$ cat config.mk
export PLATFORM = sky130hd
export DESIGN_NAME = store_lane_sequencer
export DESIGN_NICKNAME = d
export VERILOG_FILES = /design/src/rtl/store_lane_sequencer_pkg.sv /design/src/rtl/store_lane_calc.sv /design/src/rtl/store_lane_sequencer.sv
export SDC_FILE = /design/constraint.sdc
export NUM_CORES = 1
export LEC_CHECK = 0
export CORE_MARGIN = 1
export CORE_UTILIZATION = 48
export CTS_BUF_LIST = sky130_fd_sc_hd__clkbuf_2
export CTS_CLUSTER_SIZE = 28
export DETAILED_ROUTE_END_ITERATION = 8
export PLACE_DENSITY = 0.81
export SYNTH_ARGS = -nofsm -noshare
export SYNTH_HDL_FRONTEND = slang
export SYNTH_SLANG_ARGS = --single-unit
export TNS_END_PERCENT = 10
$ cat constraint.sdc
create_clock -name clk -period 1.5 [get_ports clk]
set_input_delay 0.3 -clock clk [delete_from_list [all_inputs] [get_ports clk]]
set_output_delay 0.3 -clock clk [all_outputs]
set_load 0.03 [all_outputs]
$ cat src/rtl/store_lane_sequencer_pkg.sv
// Shared encodings for the store lane sequencer: access sizes, store opcodes and FSM states.
package store_lane_sequencer_pkg;

  localparam logic [1:0] SZ_B = 2'd0;
  localparam logic [1:0] SZ_H = 2'd1;
  localparam logic [1:0] SZ_W = 2'd2;
  localparam logic [1:0] SZ_D = 2'd3;

  localparam logic [2:0] SB_OP = 3'b000;
  localparam logic [2:0] SH_OP = 3'b001;
  localparam logic [2:0] SW_OP = 3'b010;
  localparam logic [2:0] SD_OP = 3'b011;

  typedef enum logic [1:0] {
    IDLE = 2'd0,
    B0   = 2'd1,
    B1   = 2'd2
  } seqState_e;

  // Decoder helper: store funct3 to access size
  function automatic logic [1:0] storeOpToSize(input logic [2:0] op);
    case (op)
      SB_OP:   return SZ_B;
      SH_OP:   return SZ_H;
      SW_OP:   return SZ_W;
      default: return SZ_D;
    endcase
  endfunction

endpackage

$ cat src/rtl/store_lane_calc.sv
// Combinational lane math: double-width byte mask and shifted data for a store,
// plus the aligned base address and split/illegal classification.
module store_lane_calc
  import store_lane_sequencer_pkg::*;
#(
  parameter int unsigned DW          = 32,
  parameter int unsigned AW          = 32,
  parameter bit          ALLOW_SPLIT = 1'b1,
  localparam int unsigned NB         = DW / 8,
  localparam int unsigned OW         = $clog2(NB)
) (
  input  logic [1:0]      size_i,
  input  logic [AW-1:0]   addr_i,
  input  logic [DW-1:0]   wdata_i,
  output logic [2*NB-1:0] mask2_o,
  output logic [2*DW-1:0] data2_o,
  output logic [AW-1:0]   base_o,
  output logic            split_o,
  output logic            illegal_o
);

  localparam bit DWORD_OK = (NB >= 8);

  logic [OW-1:0]   off;
  logic [2*NB-1:0] sizeMask;
  logic [DW-1:0]   dataMask;

  assign off = addr_i[OW-1:0];

  always_comb begin
    sizeMask = '0;
    case (size_i)
      SZ_B:    sizeMask = (2*NB)'(4'h1);
      SZ_H:    sizeMask = (2*NB)'(4'h3);
      SZ_W:    sizeMask = (2*NB)'(4'hF);
      default: sizeMask = (2*NB)'(8'hFF);
    endcase
  end

  // Expand the unshifted byte mask to bit granularity so data beyond n bytes is dropped
  always_comb begin
    dataMask = '0;
    for (int i = 0; i < int'(NB); i++) begin
      dataMask[8*i +: 8] = {8{sizeMask[i]}};
    end
  end

  assign mask2_o   = sizeMask << off;
  assign data2_o   = {{DW{1'b0}}, wdata_i & dataMask} << {off, 3'b000};
  assign base_o    = {addr_i[AW-1:OW], {OW{1'b0}}};
  assign split_o   = |mask2_o[2*NB-1:NB];
  assign illegal_o = ((size_i == SZ_D) && !DWORD_OK) || (split_o && !ALLOW_SPLIT);

endmodule

$ cat src/rtl/store_lane_sequencer.sv
// Store path between M-stage and data bus: issues one or two lane-aligned beats per
// store over a valid/ready handshake, or a one-cycle err pulse for illegal requests.
module store_lane_sequencer
  import store_lane_sequencer_pkg::*;
#(
  parameter int unsigned DW          = 32,
  parameter int unsigned AW          = 32,
  parameter bit          ALLOW_SPLIT = 1'b1,
  localparam int unsigned NB         = DW / 8
) (
  input  logic          clk,
  input  logic          reset,
  input  logic          req_valid,
  output logic          req_ready,
  input  logic [1:0]    req_size,
  input  logic [AW-1:0] req_addr,
  input  logic [DW-1:0] req_wdata,
  output logic          mem_valid,
  input  logic          mem_ready,
  output logic [AW-1:0] mem_addr,
  output logic [DW-1:0] mem_wdata,
  output logic [NB-1:0] mem_byteen,
  output logic          err,
  output logic [AW-1:0] err_addr
);

  logic [2*NB-1:0] mask2;
  logic [2*DW-1:0] data2;
  logic [AW-1:0]   base;
  logic            split;
  logic            illegal;

  store_lane_calc #(
    .DW          (DW),
    .AW          (AW),
    .ALLOW_SPLIT (ALLOW_SPLIT)
  ) u_calc (
    .size_i    (req_size),
    .addr_i    (req_addr),
    .wdata_i   (req_wdata),
    .mask2_o   (mask2),
    .data2_o   (data2),
    .base_o    (base),
    .split_o   (split),
    .illegal_o (illegal)
  );

  seqState_e     state_q;
  logic          memValid_q;
  logic [AW-1:0] memAddr_q;
  logic [DW-1:0] memWdata_q;
  logic [NB-1:0] memByteen_q;
  logic [AW-1:0] b1Addr_q;
  logic [DW-1:0] b1Wdata_q;
  logic [NB-1:0] b1Byteen_q;
  logic          splitPend_q;
  logic          err_q;
  logic [AW-1:0] errAddr_q;

  logic lastBeat;
  logic accept;

  // Ready combinationally follows mem_ready so a finishing beat can overlap the next accept
  assign lastBeat  = ((state_q == B0) && !splitPend_q) || (state_q == B1);
  assign req_ready = (state_q == IDLE) || (lastBeat && memValid_q && mem_ready);
  assign accept    = req_valid && req_ready;

  always_ff @(posedge clk or negedge reset) begin
    if (!reset) begin
      state_q     <= IDLE;
      memValid_q  <= 1'b0;
      memAddr_q   <= '0;
      memWdata_q  <= '0;
      memByteen_q <= '0;
      b1Addr_q    <= '0;
      b1Wdata_q   <= '0;
      b1Byteen_q  <= '0;
      splitPend_q <= 1'b0;
      err_q       <= 1'b0;
      errAddr_q   <= '0;
    end else begin
      err_q <= 1'b0;
      if (accept) begin
        if (illegal) begin
          state_q    <= IDLE;
          memValid_q <= 1'b0;
          err_q      <= 1'b1;
          errAddr_q  <= req_addr;
        end else begin
          state_q     <= B0;
          memValid_q  <= 1'b1;
          memAddr_q   <= base;
          memWdata_q  <= data2[DW-1:0];
          memByteen_q <= mask2[NB-1:0];
          b1Addr_q    <= base + AW'(NB);
          b1Wdata_q   <= data2[2*DW-1:DW];
          b1Byteen_q  <= mask2[2*NB-1:NB];
          splitPend_q <= split;
        end
      end else if (memValid_q && mem_ready) begin
        if ((state_q == B0) && splitPend_q) begin
          state_q     <= B1;
          memAddr_q   <= b1Addr_q;
          memWdata_q  <= b1Wdata_q;
          memByteen_q <= b1Byteen_q;
          splitPend_q <= 1'b0;
        end else begin
          state_q    <= IDLE;
          memValid_q <= 1'b0;
        end
      end
    end
  end

  assign mem_valid  = memValid_q;
  assign mem_addr   = memAddr_q;
  assign mem_wdata  = memWdata_q;
  assign mem_byteen = memByteen_q;
  assign err        = err_q;
  assign err_addr   = errAddr_q;

endmodule

==> impl_results.md <==
- Outcome: finished with violations
- Failing checks: setup timing
- IO Port Bufs: 170
- CP arrival: 1.95 ns
- Clock latency on the worst-skew pair: 0.76 ns
- Total Wirelength: 27.0 mm
- Design area: 12000 um^2
- Synth unique cells: 55
- Cells after synthesis: 837
- Core area: 16100 um^2
- Vias per cell: 5.82
- Register area share after synthesis: 50.0%
- Crit path time final: 2.25 ns
- GPL Wtd Cong: 0.908
- Crit end category: primary output
- Area after DPL: 10900 um^2
- Top Usage Layer GRT: met2
- DR vias: 7911
- Row cnt: 46
- Worst clock skew: 0.0243 ns
- Placed Cells: 1289
- PwrDens: 1890 nW/um^2
- Slowest stage delay, CP: 0.44 ns
- Hold slack: 0.180 ns
- Slew Viols, Final: 0
- Initial antenna violation count: 1
- Worst r2r path cells: 9
- Synth warn: 0
- M3 GR Usage: 5.67%
- Hold Path Class: in2reg
- Initial drt markers: 887
- Met2 Use GR: 45.7%
- GR Util All Layers: 28.2%
- RSZ-0062 raised after global routing: true
- Die height: 132 um
- Final Hold Vio Count: 0
- Horiz. Die Dim: 132 um
- Max clock buf depth: 2
- Slowest cell on crit path: dfrtp_1
- Slew Limit Headroom: 59.7%
- First-pass GRT wire length: 38.5 mm
- FF+latch count, synth: 161
- Post-route insts no fill: 1359
- EDFF count, synth: 0
- H-tree Lvls: 4
- Design Power: 0.0227 W
- Initial Util: 50.0%
- Final core utilization: 74.7%
- R2R Setup Slk: -0.62 ns
- Ports: 173
- Post-DRT Antenna Nets: 0
- Actual slew at the worst max-slew pin: 0.604 ns
- Die Area: 17300 um^2
- CTS sink count: 161
- Maximum Capacitance Violations: 0
- Crit Path Category: reg2out
- Met1 Usage GRT: 37.1%
- Final Setup Violations: 261
- CTS buffer count: 17
- Worst hold path depth: 3
- Post-route DRC violation count: 0
- Req. time, crit path: 1.20 ns
- Startpoint types: flip-flop
- Layout Nets: 1200
- Mean routed wirelength per cell: 19.9 um
- Reg2reg start: state_q[1]$_DFFE_PN0P_
- Critical path fanouts, max: 3
- DP Wirelength: 16.8 mm
- Min-delay src: req_wdata[24]
- Final worst slack: -0.748 ns
- CTS clk-pin slew, worst paths: 0.23 ns
- Async S/R FF share, synth: 100%
- Post-synth top flop: dfrtp_1
- Global route overflow: 0
- Synthesized cell area: 8060 um^2
- First drt pass iteration count: 5
- Maximum vdd ir drop: 1.27 mV
- Root Driver: clkbuf_2
- Static Leak: 5.30 nW
- Worst Setup SP: state_q[1]$_DFFE_PN0P_
- Area delta synth->final: 49.5%
- Avg Cell Area, Syn: 9.62 um^2
- Fmax: 0.445 GHz
- CTS tree: built
- Final worst path period share: 150%
- Layout cell share with drive strength beyond 1: 35.9%
- Largest net degree at the start of global routing: 44
- Cell Chain, Critical Path: buf_6 -> a21boi_1 -> buf_4 -> o22ai_4 -> buf_12
- Vias in the first global route: 7446
per-stage QoR:
| stage | setup slack [ns] | TNS, ns |
|---|---|---|
| after floorplan | -0.159 | -17.37 |
| final | -0.748 | -92.33 |
| after CTS | -0.734 | -76.26 |
| after global routing | -0.840 | -106.01 |
| after global placement | -0.757 | -103.30 |
| after detailed placement | -0.831 | -110.41 |
synthesized netlist by cell type, drive strengths merged (2+ instances only):
cell type	count	area share, %
o211ai	2	0.19
nand2	183	8.6
and3	6	0.53
nor2	63	3.0
nor3	22	1.6
nand4	14	1.1
o21ai	68	4.5
a22oi	17	1.8
a21oi	23	1.4
clkbuf	14	0.70
nor4	4	0.50
inv	4	0.19
mux2	48	7.8
or2	2	0.16
xnor2	6	0.65
a21o	2	0.19
dfrtp	161	50
a31oi	31	2.4
nand3	40	2.5
and2	2	0.16
o2bb2ai	8	0.87
and4	2	0.22
nor2b	9	0.70
nand3b	2	0.19
buf	54	4.6
a221oi	16	1.7
xor2	22	2.4
cell usage in the layout (no fill, tap or decap), types with 22 or more instances in the layout:
cell type,count
nor2_1,60
nand2_1,179
buf_6,45
xor2_1,22
nand3_1,35
a31oi_1,30
buf_12,26
dfrtp_1,159
buf_4,119
clkdlybuf4s15_2,73
o21ai_0,29
clkdlybuf4s50_1,68
mux2_4,31
o21ai_1,31
where the power goes:
part	switching [W]	internal, W	total [W]
registers	0.00131	0.00624	0.00755
clock network	0.00163	0.000601	0.00223
logic	0.00712	0.00583	0.0130
total	0.0101	0.0127	0.0227
layer usage:
layer,share of wire (%),wire (um)
met1,41,11000
met2,49,13200
met3,7.4,2000
met4,3.4,917
met5,0,0
final cells by class:
cell class              instances  area (um^2)
diodes                          1         2.50
clock buffers                  18         90.1
clock inverters                14          115
fillers                      1039         4080
inverters                       4         15.0
multi-input cells             605         3910
flip-flops and latches        161         4030
well taps                     216          270
repair buffers                340         3610
flip-flops by register name, indices dropped and copies added, names as in the netlist:
| signal | count |
|---|---|
| b1Wdata_q | 24 |
| err_addr | 32 |
| err | 1 |
| splitPend_q | 1 |
| mem_wdata | 32 |
| mem_byteen | 4 |
| b1Byteen_q | 4 |
| mem_valid | 1 |
| mem_addr | 30 |
| b1Addr_q | 30 |
| state_q | 2 |
path summary, 6_finish.rpt:
kind | end
worst min register to register | mem_wdata[31]$_DFFE_PN0P_
min in group asynchronous | b1Wdata_q[4]$_DFFE_PN0P_
worst max register to register | err_addr[30]$_DFFE_PN0P_
max in group asynchronous | err_addr[14]$_DFFE_PN0P_
worst min-delay path | b1Wdata_q[16]$_DFFE_PN0P_
worst max-delay path | req_ready
repair_timing:
action	CTS	global route
setup endpoints to repair	260	262
buffers inserted	7	21
hold buffers	2	0
cloned	0	8
resized for setup	422	85
pin swaps	2	36
hold endpoints to repair	161	0
cells by family (layout without fill, tap and decap cells):
logic type,Yosys count,in the layout,synth area share [%]
AO/OA/AOI/OAI,173,173,13.8
XOR/XNOR,28,28,3.04
adder cells (fa/ha/maj),1,1,0.155
buffers and inverters,72,376,5.47
flip-flops,161,161,50.0
multiplexers,48,48,7.78
other,1,3,0.0466
AND/OR/NAND/NOR,353,353,19.7
worst max-delay path, delay by kind of cell, from the launching register on:
family / cells / cell delay, ns
AO/OA/AOI/OAI: 2 / 0.32
buffers and inverters: 3 / 0.44
flip-flops: 1 / 0.44
Power figures use the tool's default switching activity.
